$ cat src/rtl/digit_serial_addsub_pkg.sv
// Shared types for the digit-serial add/subtract unit: FSM states and operation select.
package addsub_pkg;

  typedef enum logic [1:0] {
    IDLE,
    RUN,
    DONE
  } addsub_state_t;

  typedef enum logic {
    OP_SUB = 1'b0,
    OP_ADD = 1'b1
  } addsub_op_t;

endpackage

$ cat src/rtl/digit_serial_addsub_digit.sv
// Combinational DIGIT-wide ripple slice; the chain bit is a borrow when subtracting, a carry when adding.
module digit_addsub
  import addsub_pkg::*;
#(
  parameter int DIGIT = 2
) (
  input  addsub_op_t       mode,
  input  logic [DIGIT-1:0] a_d,
  input  logic [DIGIT-1:0] b_d,
  input  logic             chain_in,
  output logic [DIGIT-1:0] y_d,
  output logic             chain_out
);

  logic [DIGIT:0] chain;

  assign chain[0] = chain_in;

  for (genvar i = 0; i < DIGIT; i++) begin : g_bit
    assign y_d[i]       = a_d[i] ^ b_d[i] ^ chain[i];
    assign chain[i+1]   = (mode == OP_ADD)
                        ? ((a_d[i] & b_d[i]) | (chain[i] & (a_d[i] ^ b_d[i])))
                        : ((~a_d[i] & b_d[i]) | (chain[i] & ~(a_d[i] ^ b_d[i])));
  end

  assign chain_out = chain[DIGIT];

endmodule

$ cat src/rtl/digit_serial_addsub.sv
// Digit-serial add/subtract: one DIGIT-wide slice iterated WIDTH/DIGIT times, LSB digit first.
//   state | meaning
//   IDLE  | waiting for start
//   RUN   | one digit computed per edge
//   DONE  | one-cycle done pulse; start here is accepted back-to-back
module digit_serial_addsub
  import addsub_pkg::*;
#(
  parameter int WIDTH = 8,
  parameter int DIGIT = 2
) (
  input  logic             clk,
  input  logic             rst_n,
  input  logic             start,
  input  logic             mode,
  input  logic [WIDTH-1:0] a,
  input  logic [WIDTH-1:0] b,
  output logic             busy,
  output logic             done,
  output logic [WIDTH-1:0] result,
  output logic             cout,
  output logic             zero,
  output logic             negative,
  output logic             overflow
);

  localparam int N  = WIDTH / DIGIT;
  localparam int CW = $clog2(N) + 1;

  if (WIDTH < 2 || (WIDTH % DIGIT) != 0) begin : g_param_check
    $error("digit_serial_addsub: WIDTH must be >= 2 and a multiple of DIGIT");
  end

  addsub_state_t    state, state_nxt;
  addsub_op_t       op_q;
  logic [CW-1:0]    cnt;
  logic [WIDTH-1:0] a_q, b_q, a_sh, b_sh, acc, acc_nxt;
  logic             chain_q, a_msb, b_msb;
  logic [DIGIT-1:0] y_d;
  logic             chain_out;
  logic             last, accept, ovf_nxt;

  assign last   = (cnt == CW'(N - 1));
  assign accept = (state != RUN) && start;
  assign busy   = (state == RUN);
  assign done   = (state == DONE);

  digit_addsub #(.DIGIT(DIGIT)) u_digit (
    .mode      (op_q),
    .a_d       (a_q[DIGIT-1:0]),
    .b_d       (b_q[DIGIT-1:0]),
    .chain_in  (chain_q),
    .y_d       (y_d),
    .chain_out (chain_out)
  );

  // Operands shift down so the slice always sees bit 0; the accumulator fills from the top.
  if (DIGIT == WIDTH) begin : g_single
    assign a_sh    = '0;
    assign b_sh    = '0;
    assign acc_nxt = y_d;
  end else begin : g_multi
    assign a_sh    = {{DIGIT{1'b0}}, a_q[WIDTH-1:DIGIT]};
    assign b_sh    = {{DIGIT{1'b0}}, b_q[WIDTH-1:DIGIT]};
    assign acc_nxt = {y_d, acc[WIDTH-1:DIGIT]};
  end

  assign ovf_nxt = (op_q == OP_ADD)
                 ? ((a_msb == b_msb) && (acc_nxt[WIDTH-1] != a_msb))
                 : ((a_msb != b_msb) && (acc_nxt[WIDTH-1] != a_msb));

  always_ff @(posedge clk or negedge rst_n) begin
    if (!rst_n) state <= IDLE;
    else        state <= state_nxt;
  end

  always_comb begin
    state_nxt = state;
    case (state)
      IDLE, DONE: state_nxt = start ? RUN : IDLE;
      RUN:        if (last) state_nxt = DONE;
      default:    state_nxt = IDLE;
    endcase
  end

  always_ff @(posedge clk or negedge rst_n) begin
    if (!rst_n) begin
      op_q     <= OP_SUB;
      a_q      <= '0;
      b_q      <= '0;
      a_msb    <= 1'b0;
      b_msb    <= 1'b0;
      acc      <= '0;
      chain_q  <= 1'b0;
      cnt      <= '0;
      result   <= '0;
      cout     <= 1'b0;
      zero     <= 1'b0;
      negative <= 1'b0;
      overflow <= 1'b0;
    end else if (accept) begin
      op_q    <= addsub_op_t'(mode);
      a_q     <= a;
      b_q     <= b;
      a_msb   <= a[WIDTH-1];
      b_msb   <= b[WIDTH-1];
      chain_q <= 1'b0;
      cnt     <= '0;
    end else if (state == RUN) begin
      a_q     <= a_sh;
      b_q     <= b_sh;
      acc     <= acc_nxt;
      chain_q <= chain_out;
      cnt     <= cnt + 1'b1;
      if (last) begin
        result   <= acc_nxt;
        cout     <= chain_out;
        zero     <= (acc_nxt == '0);
        negative <= acc_nxt[WIDTH-1];
        overflow <= ovf_nxt;
      end
    end
  end

endmodule

$ cat config.mk
export PLATFORM = sky130hd
export DESIGN_NAME = digit_serial_addsub
export DESIGN_NICKNAME = d
export VERILOG_FILES = /design/src/rtl/digit_serial_addsub_pkg.sv /design/src/rtl/digit_serial_addsub_digit.sv /design/src/rtl/digit_serial_addsub.sv
export SDC_FILE = /design/constraint.sdc
export NUM_CORES = 1
export LEC_CHECK = 0
export CORE_AREA = 2 2 62 64
export DETAILED_ROUTE_END_ITERATION = 16
export DIE_AREA = 0 0 64 66
export HOLD_SLACK_MARGIN = 0.15
export PLACE_DENSITY = 0.83
export SLEW_MARGIN = 10
export SYNTH_ARGS = -nofsm -noshare
export SYNTH_HDL_FRONTEND = slang
export SYNTH_SLANG_ARGS = --single-unit
$ cat constraint.sdc
create_clock -name clk -period 3.5 [get_ports clk]
set_input_delay 0.7 -clock clk [delete_from_list [all_inputs] [get_ports clk]]
set_output_delay 0.7 -clock clk [all_outputs]
set_load 0.02 [all_outputs]
== Yosys cells after proc, flatten, opt, wreduce, memory -nomap -nowiden ==
Cells that the tools add are included.
Cells by class
  bitwise logic cells: 21
  reduce and logical (&&, ||, !) cells: 9
  add/subtract/negate cells: 1
  equal/unequal tests: 8
  muxes and demuxes: 14
Operators by type and width (number)
  $mux 8: 4
  $and 1x1->1: 8
  $logic_not 8->1: 1
  $mux 1: 6
  $mux 3: 2
  $not 1->1: 5
  $ne 2x1->1 const B: 2
  $or 1x1->1: 4
  $pmux 2 s2: 1
  $xor 1x1->1: 4
  $add 3x1->3 const B: 1
  $eq 3x2->1 const B: 1
  $logic_and 1x1->1: 3
  $reduce_and 3->1: 1
  $eq 2x1->1 const B: 1
  $eq 2x2->1 const B: 1
  $logic_not 2->1: 1
  $mux 2: 1
  $ne 1x1->1: 2
  $reduce_and 2->1: 1
  $reduce_bool 2->1: 1
  $reduce_or 2->1: 1
  $eq 1x1->1: 1
Storage, ports and cells
  output and inout bits: 14
  flip-flop bits (word level): 45
  bits of input ports: 20
  logic and storage cells: 67

== Longest topological paths before layout ==
  depth after elaboration: 10
  gate-level depth with buffers: 8
  gate-level depth less buffers: 8

== Modules after synthesis ==
A second synthesis with hierarchy kept.
Unflattened totals
  cells, all modules: 170
  area total of the unflattened synthesis: 1946.9 um^2
Modules (own cells, without submodules)
  digit_serial_addsub: seq. area each 1051.0 um^2, cells an instance 157, instances 1, area each 1820.5 um^2
  digit_addsub: seq. area each 0.0 um^2, cells an instance 13, instances 1, area each 126.4 um^2

== Worst setup path before layout ==
Ideal clock, no wire load.
  path kind: register to register
  from: register a_q[0]
  to: register overflow
  setup slack: 1538 ps
  stages on the path, launching flop included: 8
  setup time: 126 ps
  buffers on the path: 0
  clock period less this slack: 1962 ps
  arrival time: 1835 ps
  data required time: 3374 ps
  cells stage by stage: dfrtp_1 inv_1 fa_1 mux2i_1 fa_1 nor2b_1 mux2i_1 o21ai_0
On the way
  word-level cells in the longest chain between the ends: 9
  elaborated cells on any way between the ends: 15
  those cells by class: 1 x eq/ne; 2 x mux; 10 x bitwise; 2 x reduce/logical
Ends and longest elaborated chain
  from (decl): RTL line digit_serial_addsub.sv:37  | logic [WIDTH-1:0] a_q, b_q, a_sh, b_sh, acc, acc_nxt;
  from (signal assigned): RTL line digit_serial_addsub.sv:110  | a_q <= a_sh;
  $xor 1x1->1: RTL line digit_serial_addsub_digit.sv:22, digit_serial_addsub_digit.sv:23
  $not 1->1: RTL line digit_serial_addsub_digit.sv:23  | : ((~a_d[i] & b_d[i]) | (chain[i] & ~(a_d[i] ^ b_d[i])));
  $and 1x1->1: RTL line digit_serial_addsub_digit.sv:23
  $or 1x1->1: RTL line digit_serial_addsub_digit.sv:23
  $mux 1 *: RTL line digit_serial_addsub_digit.sv:22  | ? ((a_d[i] & b_d[i]) | (chain[i] & (a_d[i] ^ b_d[i])))
  $xor 1x1->1 *: RTL line digit_serial_addsub_digit.sv:20  | assign y_d[i] = a_d[i] ^ b_d[i] ^ chain[i];
  net u_digit.y_d[1]: RTL line digit_serial_addsub_digit.sv:11  | output logic [DIGIT-1:0] y_d,
  $ne 1x1->1 *: RTL line digit_serial_addsub.sv:69, digit_serial_addsub.sv:70
  $logic_and 1x1->1, on equally long branches: RTL line digit_serial_addsub.sv:70, digit_serial_addsub.sv:69
  $mux 1 *: RTL line digit_serial_addsub.sv:69  | ? ((a_msb == b_msb) && (acc_nxt[WIDTH-1] != a_msb))
  to (signal assigned): RTL line digit_serial_addsub.sv:120  | overflow <= ovf_nxt;
  to (decl): RTL line digit_serial_addsub.sv:24  | output logic overflow
Mark *: on every way through the listed nets, which the timed path passes. The rest lies on a longest branch.
A chain may end at the register's enable or synchronous reset.

== Worst setup path after layout ==
  from: register state[1]
  to: output busy
On the way
  word-level cells in the longest chain between the ends: 1
Ends and longest elaborated chain
  from (decl): RTL line digit_serial_addsub.sv:34  | addsub_state_t state, state_nxt;
  from (signal assigned): RTL line digit_serial_addsub.sv:74  | else state <= state_nxt;
  $eq 2x1->1: RTL line digit_serial_addsub.sv:45  | assign busy = (state == RUN);
  to (decl): RTL line digit_serial_addsub.sv:18  | output logic busy,
No other way between the ends.

==> impl_metrics.json <==
{
  "status": "finished, final reports clean",
  "final-setup-viol-count": 0,
  "floorplan.rows": 22,
  "worstMarginPinSlew_ps": 891,
  "layout.cells.most_common_list": "sky130_fd_sc_hd__dfrtp_1, sky130_fd_sc_hd__nand2_1, sky130_fd_sc_hd__clkdlybuf4s50_1",
  "timing.rr.end": "zero",
  "detailedRoute.firstIterationViolations": 45,
  "crit_path_max_fanout": 36,
  "synth.top_cell.area_share": 0.540,
  "top_post_synthesis_cells_by_area": "sky130_fd_sc_hd__dfrtp_1, sky130_fd_sc_hd__mux2i_1, sky130_fd_sc_hd__nand2_1",
  "antenna_found_initial": 0,
  "final.min_clock_period_ps": 2900,
  "htreeDepth": 2,
  "final_common_cell": "sky130_fd_sc_hd__dfrtp_1",
  "timing_max_transition_violations_final": 0,
  "worstHoldPathType": "input port to async pin",
  "synthesis.area_per_instance_um2": 11.5,
  "crit_path_end": "busy",
  "clockBufferDepth": 2,
  "final_layout_size_suffix_gt1_frac": 0.114,
  "worstPathBufferInverterCount": 2,
  "detailedPlacementHpwl_mm": 2.35,
  "cts.root.buffer_cell": "sky130_fd_sc_hd__clkbuf_4",
  "path_cells": "nand2b_1 -> inv_4 -> clkdlybuf4s50_1",
  "yosysUniqueCellTypes": 24,
  "global_route_wire_length_before_repair_mm": 5.69,
  "cts_hold_buffers": 0,
  "number_of_vias_per_cell_after_detailed_routing": 5.25,
  "whs_ps": 473,
  "yosysTopAreaCell": "sky130_fd_sc_hd__dfrtp_1",
  "num-nets-final": 227,
  "die_area_um2": 4220,
  "track_usage": 0.179,
  "die_width_um": 64,
  "clk_pin_slew_ps": 110,
  "ff2ff_setup_slack_ps": 1370,
  "post-route-drc-count": 0,
  "total_vias_in_the_final_route": 1307,
  "hold_viol_final": 0,
  "tritoncts_num_sinks": 42,
  "clock_latency_of_the_later_clocked_register_in_the_worst_skew_pair_ps": 340,
  "grt.overflow.total": 0,
  "fmax_ghz": 0.344,
  "slew_limit_headroom": 0.406,
  "critPathMaxStageDelay_ps": 670,
  "drt_pre_antenna_iters": 5,
  "setup.worst_path.class": "flip-flop to output port",
  "syn-num-nets": 195,
  "cp_max_stage_cell": "sky130_fd_sc_hd__clkdlybuf4s50_1",
  "critical_path.top_delay_family": "buffers and inverters",
  "grt_max_degree": 43,
  "peakVddDrop_mv": 0.421,
  "worst_setup_path_startpoint": "state[1]",
  "worstPathArrival_ps": 2200,
  "fin_skew_ps": 7.87,
  "antenna_left": 0,
  "startpoint_type": "flip-flop",
  "setup_tns_ps": 0,
  "gp_routability_congestion": 0.764,
  "layout.filler_cells": 268,
  "crit_required_ps": 2800,
  "areaGrowthSynthToFinish_pct": 19.5,
  "tritoncts": "yes",
  "synth_seq_cells": 42,
  "static-leakage-power_nw": 1.10,
  "regToRegStartpoint": "a_q[0]",
  "rsz0062_at_grt": "no",
  "ctsResizeCount": 0,
  "post_synth_instance_area_um2": 1950,
  "drv.max_cap_violation_count": 0,
  "powerDensity_nw_per_um2": 874,
  "critical_path_depth": 3,
  "ff2ff_path_depth": 7,
  "io-pin-count": 34,
  "n_antenna_cell": 0,
  "place.port_buffers": 33,
  "number_of_global_route_vias_before_repair": 1290,
  "start_util": 0.548,
  "synth_cells": 169,
  "synthesis.yosys.warnings": 0,
  "die-height_um": 66,
  "setup_repair_bufs_after_cts": 0,
  "tritoncts_buffer_count": 5,
  "avgRoutedWirePerCell_um": 13.0,
  "synth_seq_area_share": 0.540,
  "route.final.wire_length_mm": 3.24,
  "floorplan.core_area_um2": 3550,
  "fin_crit_sh": 0.830,
  "worstSetupEndpointType": "output port"
}
-- registers in the layout, summed over array words and instances (netlist names) --
| register | count |
|---|---|
| cout | 1 |
| chain_q | 1 |
| state | 2 |
| op_q | 1 |
| zero | 1 |
| a_msb | 1 |
| a_q | 8 |
| b_q | 8 |
| cnt | 3 |
| acc | 6 |
| b_msb | 1 |
| result | 8 |
| overflow | 1 |
-- worst min path at each step --
stage           start        end  cells past startpoint
3_3_place_gp   b_q[4]     b_q[2]                      2
4_1_cts         rst_n      b_msb                      1
5_1_grt         rst_n     cnt[0]                      1
3_5_place_dp   a_q[3]     a_q[1]                      2
2_1_floorplan   rst_n      a_msb                      0
6_report        rst_n  result[1]                      1
-- synth_stat cells (all sizes together) --
| library cell | number |
|---|---|
| xnor2 | 1 |
| nand2b | 1 |
| dfrtp | 42 |
| nand3b | 1 |
| nand2 | 36 |
| buf | 9 |
| nand3 | 3 |
| nor4b | 1 |
| fa | 4 |
| nor2 | 4 |
| o22ai | 1 |
| o21ai | 21 |
| ha | 2 |
| nor4 | 1 |
| inv | 10 |
| and2b | 1 |
| mux2i | 18 |
| mux2 | 11 |
| nor2b | 2 |
-- metal layers --
layer  global-route usage  vias to the layer above  share of wire
met4               0.0652                        0          0.016
met2                0.319                       39           0.50
met5                    0                        -              0
li1                     -                      621              -
met1                0.205                      643           0.43
met3               0.0528                        4          0.054
-- power breakdown --
| group | internal (W) | switching, W |
|---|---|---|
| combinational | 0.000408 | 0.000464 |
| clock | 0.000166 | 0.000144 |
| sequential | 0.000702 | 0.000150 |
| total | 0.00128 | 0.000758 |
-- per-stage QoR --
stage	worst slack (ps)	std cells	total power [W]	cell area, µm²	util
final	597	249	0.00203	2330	0.655
after global routing	447	249	0.00221	2330	0.655
after CTS	575	249	0.00206	2330	0.655
after detailed placement	985	242	0.00175	2250	0.632
after global placement	1020	242	0.00169	2250	0.632
after floorplan	1540	169	0.00151	1950	-
-- final cells by class --
cell class / count / area, µm² / share of cell area
clock buffer: 6 / 51.3 / 0.0220
inverter: 10 / 40.0 / 0.0172
sequential: 42 / 1050 / 0.452
multi-input combinational: 108 / 762 / 0.327
timing repair buffer: 34 / 333 / 0.143
clock inverter: 1 / 30.0 / 0.0129
tap: 48 / 60.1 / 0.0258
-- kinds of logic (layout without fill, tap and decap cells) --
group / Yosys count / count (layout) / share of synthesized area
AOI/OAI and AO/OA: 22 / 22 / 0.0572
xor gates and xnor gates: 1 / 1 / 0.00450
adders and majority gates: 6 / 6 / 0.0540
buffers and inverters: 19 / 51 / 0.0688
DFF: 42 / 42 / 0.540
muxes: 29 / 29 / 0.158
and+or+nand+nor: 50 / 50 / 0.118
No activity file was read; power rests on OpenSTA's default activity.
